--- config.mk ---
export PLATFORM = sky130hd
export DESIGN_NAME = pc_redirect
export DESIGN_NICKNAME = d
export VERILOG_FILES = /design/src/rtl/pc_redirect_pkg.sv /design/src/rtl/pc_redirect_return_stack.sv /design/src/rtl/pc_redirect.sv
export SDC_FILE = /design/constraint.sdc
export NUM_CORES = 1
export LEC_CHECK = 0
export CORE_UTILIZATION = 25
export DETAILED_ROUTE_END_ITERATION = 16
export PLACE_DENSITY = 0.41
export SLEW_MARGIN = 30
export SYNTH_ARGS = -nofsm -noshare
export SYNTH_HDL_FRONTEND = slang
export SYNTH_SLANG_ARGS = --single-unit
--- constraint.sdc ---
create_clock -name clk -period 6.1 [get_ports clk]
set_input_delay 0.61 -clock clk [delete_from_list [all_inputs] [get_ports clk]]
set_output_delay 0.61 -clock clk [all_outputs]
set_load 0.005 [all_outputs]
--- src/rtl/pc_redirect_pkg.sv ---
// pc_redirect_pkg: shared pipeline constants and opcode encodings for the
// fetch-side PC redirect unit.
//   PKG_RESET_PC  - default fetch address after reset
//   PKG_RAS_DEPTH - default return-address-stack depth
//   opcode_e      - decode-stage opcode encodings
package pc_redirect_pkg;

    localparam logic [15:0] PKG_RESET_PC  = 16'h0000;
    localparam int unsigned PKG_RAS_DEPTH = 8;

    typedef enum logic [3:0] {
        OP_NOP  = 4'h0,
        OP_BEQ  = 4'h1,
        OP_BNE  = 4'h2,
        OP_JMP  = 4'h3,
        OP_CALL = 4'h4,
        OP_RET  = 4'h5,
        OP_FOR  = 4'h6
    } opcode_e;

endpackage

--- src/rtl/pc_redirect_return_stack.sv ---
// return_stack: circular return-address stack.
//   clk, rst_n    - clock, asynchronous active-low reset
//   push, pop     - one operation per cycle (push wins if both)
//   push_data     - address to push
//   top_data      - current top entry (0 when empty)
//   empty, full   - occupancy flags
//   overflow      - sticky: push while full (oldest entry overwritten)
//   underflow     - registered one-cycle pulse: pop while empty
module return_stack #(
    parameter int unsigned DEPTH = 8,
    parameter int unsigned WIDTH = 16
) (
    input  logic             clk,
    input  logic             rst_n,
    input  logic             push,
    input  logic             pop,
    input  logic [WIDTH-1:0] push_data,
    output logic [WIDTH-1:0] top_data,
    output logic             empty,
    output logic             full,
    output logic             overflow,
    output logic             underflow
);

    localparam int unsigned PW = $clog2(DEPTH);
    localparam int unsigned CW = PW + 1;

    logic [WIDTH-1:0] mem [DEPTH];
    logic [PW-1:0]    ptr;      // next free slot; top entry sits at ptr-1
    logic [CW-1:0]    count;
    logic [PW-1:0]    top_idx;

    assign top_idx  = ptr - PW'(1);
    assign empty    = (count == '0);
    assign full     = (count == CW'(DEPTH));
    assign top_data = empty ? '0 : mem[top_idx];

    // Entry contents need no reset; only pointer and count define validity.
    always_ff @(posedge clk) begin
        if (push) begin
            mem[ptr] <= push_data;
        end
    end

    always_ff @(posedge clk or negedge rst_n) begin
        if (!rst_n) begin
            ptr       <= '0;
            count     <= '0;
            overflow  <= 1'b0;
            underflow <= 1'b0;
        end else begin
            underflow <= 1'b0;
            if (push) begin
                // When full, advancing ptr lands on the oldest slot, so the
                // write above overwrites it and count saturates.
                ptr <= ptr + PW'(1);
                if (full) begin
                    overflow <= 1'b1;
                end else begin
                    count <= count + CW'(1);
                end
            end else if (pop) begin
                if (empty) begin
                    underflow <= 1'b1;
                end else begin
                    ptr   <= ptr - PW'(1);
                    count <= count - CW'(1);
                end
            end
        end
    end

endmodule

--- src/rtl/pc_redirect.sv ---
// pc_redirect: fetch PC register and next-PC mux driven by decode-stage kill.
//   clk, rst_n        - clock, asynchronous active-low reset
//   stall             - hold PC, ignore kill
//   kill              - redirect request from decode
//   id_op, id_pc      - opcode and PC of the instruction in decode
//   id_target         - computed branch/jump/call target
//   pc                - registered fetch address
//   flush_ifid        - combinational bubble strobe into IF/ID
//   ras_empty         - return stack holds no entries
//   ras_overflow      - sticky push-while-full flag
//   ras_underflow     - one-cycle pulse after RET while empty
module pc_redirect
    import pc_redirect_pkg::*;
#(
    parameter logic [15:0] RESET_PC  = PKG_RESET_PC,
    parameter int unsigned RAS_DEPTH = PKG_RAS_DEPTH
) (
    input  logic        clk,
    input  logic        rst_n,
    input  logic        stall,
    input  logic        kill,
    input  logic [3:0]  id_op,
    input  logic [15:0] id_pc,
    input  logic [15:0] id_target,
    output logic [15:0] pc,
    output logic        flush_ifid,
    output logic        ras_empty,
    output logic        ras_overflow,
    output logic        ras_underflow
);

    opcode_e     op;
    logic        redirect;
    logic        do_call;
    logic        do_ret;
    logic [15:0] ras_top;
    logic [15:0] ret_addr;
    logic [15:0] next_pc;
    logic        ras_full;

    assign op = opcode_e'(id_op);

    // Gating with rst_n keeps flush low and blocks RAS writes during reset.
    assign redirect   = kill & ~stall & rst_n;
    assign flush_ifid = redirect;
    assign do_call    = redirect & (op == OP_CALL);
    assign do_ret     = redirect & (op == OP_RET);
    assign ret_addr   = id_pc + 16'd1;

    always_comb begin
        next_pc = pc + 16'd1;
        if (stall) begin
            next_pc = pc;
        end else if (redirect) begin
            next_pc = (op == OP_RET) ? ras_top : id_target;
        end
    end

    always_ff @(posedge clk or negedge rst_n) begin
        if (!rst_n) begin
            pc <= RESET_PC;
        end else begin
            pc <= next_pc;
        end
    end

    return_stack #(
        .DEPTH (RAS_DEPTH),
        .WIDTH (16)
    ) u_ras (
        .clk       (clk),
        .rst_n     (rst_n),
        .push      (do_call),
        .pop       (do_ret),
        .push_data (ret_addr),
        .top_data  (ras_top),
        .empty     (ras_empty),
        .full      (ras_full),
        .overflow  (ras_overflow),
        .underflow (ras_underflow)
    );

endmodule

Yosys cells after proc, flatten, opt, wreduce, memory -nomap -nowiden

Memory sizes are Yosys's and may differ from the RTL's.
Index checks and enable logic that the tools add are counted.

Flip-flop bits (word level): 25
Word-level logic and storage cells: 42
Output and inout bits: 20
Memories kept: 1
RAM bits: 128

Mux-type cells: 15
Add/subtract/negate cells: 6
Equality and inequality tests: 5
Bitwise gates (word level): 5
Reductions and logical operators: 5

Memory list:

| memory    | depth | bits a word | rd ports | clocked after Yosys merged registers in | write ports | line                           | text |
|---|---|---|---|---|---|---|---|
| u_ras.mem | 8     | 16          | 1        | 0                                       | 1           | pc_redirect_return_stack.sv:28 | `logic [WIDTH-1:0] mem [DEPTH];` |

Operators with widths:

| operator                                                           | count |
|---|---|
| 16-bit two-way mux                                                 | 3 |
| 16-bit by 1-bit adder with 16-bit output, second input constant    | 2 |
| 4-bit two-way mux                                                  | 4 |
| 3-bit two-way mux                                                  | 3 |
| 4-bit by 3-bit == test with 1-bit output, second input constant    | 2 |
| 1-bit two-way mux                                                  | 5 |
| 4-bit by 1-bit adder with 4-bit output, second input constant      | 1 |
| 1-bit AND                                                          | 4 |
| 4-bit == test, second input constant                               | 1 |
| 4-bit zero test                                                    | 1 |
| 2-bit != test, second input constant                               | 2 |
| 2-bit AND reduction                                                | 2 |
| 4-bit by 1-bit subtractor with 4-bit output, second input constant | 1 |
| 3-bit by 1-bit adder with 3-bit output, second input constant      | 1 |
| 3-bit AND reduction                                                | 1 |
| 3-bit by 1-bit subtractor with 3-bit output, second input constant | 1 |
| 2-bit nonzero test                                                 | 1 |
| 1-bit inverter                                                     | 1 |

Depth between registers and ports, before layout

Depth in word-level cells: 6
Mapped depth: 12

Modules after synthesis

A second synthesis with hierarchy kept.

Cell total of the unflattened synthesis: 452
Area total of the unflattened synthesis: 6,915.4 um^2

Modules (own cells, without submodules):

| module       | area an instance (um^2) | seq. area each (um^2) | instances | cells each |
|---|---|---|---|---|
| return_stack | 5,431.5                 | 4,068.9               | 1         | 281 |
| pc_redirect  | 1,483.9                 | 400.4                 | 1         | 171 |

Least setup slack after synthesis

OpenSTA, ideal clock, no wires.

Path type: in2reg
From: input id_op[1]
To: memory u_ras.mem[1][0], enable pin
Stages on the path: 4
Path slack: 2.695 ns
Data required time: 5.670 ns
Arrival: 2.974 ns
Setup time: 0.430 ns
Cell sequence: or3b_4 > nor3_4 > inv_2 > nor4_1

Longest elaborated chain between the ends: 4

Ends and longest elaborated chain:

| element                                  | line                           | text |
|---|---|---|
| start, declared                          | pc_redirect.sv:22              | `input logic [3:0] id_op,` |
| 4-bit by 3-bit == test with 1-bit output | pc_redirect.sv:46              | `assign do_call = redirect & (op == OP_CALL);` |
| 1-bit AND                                | pc_redirect.sv:46              |  |
| 1-bit two-way mux                        | pc_redirect_return_stack.sv:40 | `if (push) begin` |
| 1-bit two-way mux (not written as such)  | pc_redirect_return_stack.sv:41 | `mem[ptr] <= push_data;` |
| end, declared                            | pc_redirect_return_stack.sv:28 |  |

Every way passes these cells.

Worst setup path after layout

From: input stall
To: register u_ras.count[3]

Longest elaborated chain between the ends: 6

Ends and longest elaborated chain:

| element                                                       | line                                 | text |
|---|---|---|
| start, declared                                               | pc_redirect.sv:20                    | `input logic stall,` |
| 1-bit inverter *                                              | pc_redirect.sv:44                    | `assign redirect = kill & ~stall & rst_n;` |
| 1-bit AND * (2 in series)                                     | pc_redirect.sv:44                    |  |
| 1-bit AND, on equally long branches                           | pc_redirect.sv:46, pc_redirect.sv:47 |  |
| 2-bit != test (no line) or 2-bit nonzero test (tied branches) | -                                    |  |
| 3-bit AND reduction (no line)                                 | -                                    |  |
| end signal, assigned                                          | pc_redirect_return_stack.sv:60       | `count <= count + CW'(1);` |
| end signal, assigned                                          | pc_redirect_return_stack.sv:67       | `count <= count - CW'(1);` |
| end, declared                                                 | pc_redirect_return_stack.sv:30       | `logic [CW-1:0] count;` |

Every way passes the cells marked *; elsewhere a longest branch is shown, timed or not.
A chain may end at the register's enable or synchronous reset.

==> impl_metrics.xml <==
<?xml version="1.0" encoding="UTF-8"?>
<metrics>
  <group name="synthesis">
    <metric name="syn_inst" unit="">450</metric>
    <metric name="postSynthNetCount" unit="">496</metric>
    <metric name="synth.avg_cell_area" unit="µm²">15.5</metric>
    <metric name="seq_area_frac_synth" unit="">0.642</metric>
    <metric name="leading_post_synthesis_cells_by_cell_area" unit="">sky130_fd_sc_hd__edfxtp_1 55%, sky130_fd_sc_hd__mux4_2 9.1%, sky130_fd_sc_hd__dfrtp_1 9.0%, sky130_fd_sc_hd__xnor2_1 2.1%, sky130_fd_sc_hd__a21oi_1 1.7%</metric>
    <metric name="synth.most_common_cell" unit="">sky130_fd_sc_hd__edfxtp_1</metric>
    <metric name="synthesis_warnings" unit="">0</metric>
    <metric name="yosysUniqueCellTypes" unit="">71</metric>
    <metric name="synth_flop_cell" unit="">sky130_fd_sc_hd__edfxtp_1</metric>
    <metric name="mappedNetlistArea" unit="mm²">0.00696</metric>
    <metric name="synth_top_cells_by_count" unit="">128 x sky130_fd_sc_hd__edfxtp_1, 28 x sky130_fd_sc_hd__mux4_2, 25 x sky130_fd_sc_hd__dfrtp_1</metric>
    <metric name="yosysTopAreaCell" unit="">sky130_fd_sc_hd__edfxtp_1</metric>
    <metric name="share_of_the_synthesized_area_in_the_top_cell_type" unit="">0.552</metric>
    <metric name="ys_async_sr_fraction" unit="">0.163</metric>
    <metric name="synth_enable_flop_cells" unit="">128</metric>
    <metric name="ys_seq_elements" unit="">153</metric>
  </group>
  <group name="clocking">
    <metric name="clock_tree_from_tritoncts" unit="">yes</metric>
    <metric name="clock_tree.root_cell" unit="">sky130_fd_sc_hd__clkbuf_16</metric>
    <metric name="htreeDepth" unit="">4</metric>
    <metric name="tritoncts_num_sinks" unit="">153</metric>
    <metric name="cts_setup_buffers" unit="">0</metric>
    <metric name="clkSlewWorstSetupHoldPaths" unit="ns">0.06</metric>
    <metric name="postCtsHoldBufs" unit="">0</metric>
    <metric name="number_of_buffers_added_by_the_clock_tree_synthesis_step" unit="">17</metric>
    <metric name="clkLatencyLatePin" unit="ns">0.42</metric>
    <metric name="postCtsResizedCells" unit="">0</metric>
    <metric name="clock_tree.buffer_depth" unit="">2</metric>
  </group>
  <group name="floorplanning">
    <metric name="die-area" unit="mm²">0.0285</metric>
    <metric name="io_pins" unit="">60</metric>
    <metric name="chipHeight" unit="µm">169</metric>
    <metric name="fp.dieW" unit="µm">169</metric>
    <metric name="core_area" unit="mm²">0.0271</metric>
    <metric name="floorplan.initialDensity" unit="">0.257</metric>
    <metric name="placement_rows" unit="">60</metric>
  </group>
  <group name="pwr">
    <metric name="p_leak" unit="nW">2.77</metric>
    <metric name="ir_drop" unit="µV">192</metric>
    <metric name="power.density_cell_area" unit="mW/mm²">379</metric>
  </group>
  <group name="worst_setup_path">
    <metric name="crit_arrival" unit="ns">3.64</metric>
    <metric name="worstSetupEndpointType" unit="">flip-flop</metric>
    <metric name="worst-endpoint-required" unit="ns">6.39</metric>
    <metric name="timing_worst_setup_path_type" unit="">primary input to flip-flop</metric>
    <metric name="worstPathMaxFanout" unit="">21</metric>
    <metric name="timing.critical_path.from_type" unit="">primary input</metric>
  </group>
  <group name="placed_design">
    <metric name="routabilityCongestion" unit="">0.809</metric>
    <metric name="port_buffers" unit="">59</metric>
    <metric name="post_detail_place_hpwl" unit="µm">12200</metric>
  </group>
  <group name="layout">
    <metric name="storage_element_area" unit="mm²">0.00447</metric>
    <metric name="drive_above_1_share" unit="">0.184</metric>
    <metric name="antennaDiodeCount" unit="">0</metric>
    <metric name="flow.area_growth_from_synthesis" unit="%">23.1</metric>
    <metric name="multi_input_area" unit="mm²">0.00234</metric>
    <metric name="final.fill_count" unit="">2644</metric>
    <metric name="post_layout_net_count" unit="">565</metric>
  </group>
  <group name="detailed_routing">
    <metric name="post-route-drc-count" unit="">0</metric>
    <metric name="via_per_inst" unit="">4.70</metric>
    <metric name="antenna_left" unit="">0</metric>
    <metric name="detailroute.via_count" unit="">4245</metric>
    <metric name="totalWireLength" unit="µm">18100</metric>
    <metric name="drtIter0Drc" unit="">406</metric>
    <metric name="detail_route.wl_per_cell" unit="µm">20.0</metric>
    <metric name="drt_first_pass_iters" unit="">4</metric>
  </group>
  <group name="grt">
    <metric name="first_global_vias" unit="">4457</metric>
    <metric name="global_route_wire_length_before_repair" unit="µm">28000</metric>
    <metric name="grt_start_max_net_pins" unit="">42</metric>
    <metric name="grt_use_total" unit="">0.134</metric>
    <metric name="antenna_found_initial" unit="">0</metric>
    <metric name="grt-ovfl-total" unit="">0</metric>
  </group>
  <group name="sta">
    <metric name="finalSetupViolations" unit="">0</metric>
    <metric name="hold_viol" unit="">0</metric>
    <metric name="clock-skew-final" unit="ns">0.0142</metric>
    <metric name="period_needed" unit="ns">3.35</metric>
    <metric name="timing.slew.headroom" unit="">0.411</metric>
    <metric name="tightestPinTransition" unit="ns">0.883</metric>
    <metric name="tns" unit="ns">0</metric>
    <metric name="grt_setup_unrepaired" unit="">false</metric>
    <metric name="fin_crit_sh" unit="">0.549</metric>
    <metric name="timing.final.max_slew_violations" unit="">0</metric>
    <metric name="max_clock_freq" unit="MHz">298</metric>
    <metric name="fin_hold_ws" unit="ns">0.473</metric>
  </group>
  <group name="status">
    <metric name="status" unit="">completed</metric>
  </group>
  <group name="worst_hold_path">
    <metric name="worst_hold_path_type" unit="">flip-flop to flip-flop</metric>
  </group>
  <group name="run">
    <metric name="maxCapViolations" unit="">0</metric>
  </group>
</metrics>
[worst max-delay path: stages]
cell and delay [ns]:
sky130_fd_sc_hd__clkdlybuf4s50_1 0.74, sky130_fd_sc_hd__nand3b_4 0.49, sky130_fd_sc_hd__nor3_4 0.38, sky130_fd_sc_hd__inv_2 0.13, sky130_fd_sc_hd__ha_1 0.35, sky130_fd_sc_hd__a21bo_2 0.21
sky130_fd_sc_hd__a311oi_1 0.40, sky130_fd_sc_hd__mux2i_1 0.25, sky130_fd_sc_hd__nand3_1 0.08
[layout make-up]
type,count,share of cell area
Clock buffer,17,0.0496
Clock inverter,15,0.0165
Inverter,11,0.00540
Multi-Input combinational cell,265,0.273
Sequential cell,153,0.522
Tap cell,372,0.0543
Timing Repair Buffer,71,0.0794
[per-stage QoR]
step / cell area, µm² / utilization / worst slack [ns] / instances / power (mW)
final: 8570 / 0.316 / 2.75 / 904 / 3.24
after global routing: 8570 / 0.316 / 2.63 / 904 / 3.42
after CTS: 8560 / 0.316 / 2.77 / 904 / 3.31
after detailed placement: 8000 / 0.295 / 2.33 / 872 / 2.29
after global placement: 8000 / 0.295 / 2.42 / 872 / 2.28
after floorplan: 6960 / - / 2.70 / 450 / 1.97
[metal layers]
metal | track usage | wire length, µm
met1 | 0.177 | 8380
met3 | 0.0353 | 987
met4 | 0.0549 | 252
met2 | 0.209 | 8490
met5 | 0 | 0
[flip-flops by register name, summed over array words and instances (netlist names)]
signal and count:
u_ras.mem 128, pc 16, u_ras.ptr 3, u_ras.underflow 1, u_ras.count 4, u_ras.overflow 1
[cell usage in the layout, fill, tap and decap left out, types with 7 or more instances in the layout]
cell | netlist | routed
sky130_fd_sc_hd__a21oi_1 | 24 | 24
sky130_fd_sc_hd__a22oi_1 | 8 | 8
sky130_fd_sc_hd__and3_1 | 8 | 8
sky130_fd_sc_hd__buf_4 | 2 | 12
sky130_fd_sc_hd__clkbuf_16 | 0 | 17
sky130_fd_sc_hd__clkdlybuf4s50_1 | 0 | 59
sky130_fd_sc_hd__dfrtp_1 | 25 | 24
sky130_fd_sc_hd__edfxtp_1 | 128 | 128
sky130_fd_sc_hd__inv_1 | 9 | 9
sky130_fd_sc_hd__mux2i_1 | 8 | 8
sky130_fd_sc_hd__mux4_2 | 28 | 28
sky130_fd_sc_hd__nand2_1 | 23 | 23
sky130_fd_sc_hd__nand3_1 | 23 | 23
sky130_fd_sc_hd__nand4_1 | 15 | 15
sky130_fd_sc_hd__nor2_1 | 13 | 13
sky130_fd_sc_hd__nor3_2 | 3 | 7
sky130_fd_sc_hd__o21ai_0 | 7 | 7
sky130_fd_sc_hd__xnor2_1 | 17 | 16
[kinds of logic after synthesis]
logic type | count (synthesis) | synth area share
compound gates | 75 | 0.0753
xor+xnor | 23 | 0.0311
flops | 153 | 0.642
fa+ha+maj | 6 | 0.0108
buf+inv | 32 | 0.0282
simple gates | 121 | 0.102
mux | 40 | 0.111
[worst paths after layout]
path                                     start        endpoint  slack [ns]  depth (start not counted)
max in group asynchronous                rst_n    u_ras.ptr[0]        5.21                          2
worst min register to register  u_ras.overflow  u_ras.overflow        0.47                          1
worst max-delay path                     stall  u_ras.count[3]        2.75                          9
min in group asynchronous                rst_n  u_ras.count[1]        0.58                          2
worst max register to register    u_ras.ptr[1]           pc[6]        3.13                          6
worst min-delay path            u_ras.overflow  u_ras.overflow        0.47                          1
[report_power, final]
group | internal, mW | total, mW | switching, mW | leakage [nW]
Clock | 0.570 | 1.01 | 0.438 | 0.274
Sequential | 1.18 | 1.27 | 0.0845 | 1.44
Combinational | 0.440 | 0.967 | 0.527 | 1.05
Total | 2.19 | 3.24 | 1.05 | 2.77
No activity file was read; power rests on OpenSTA's default activity.
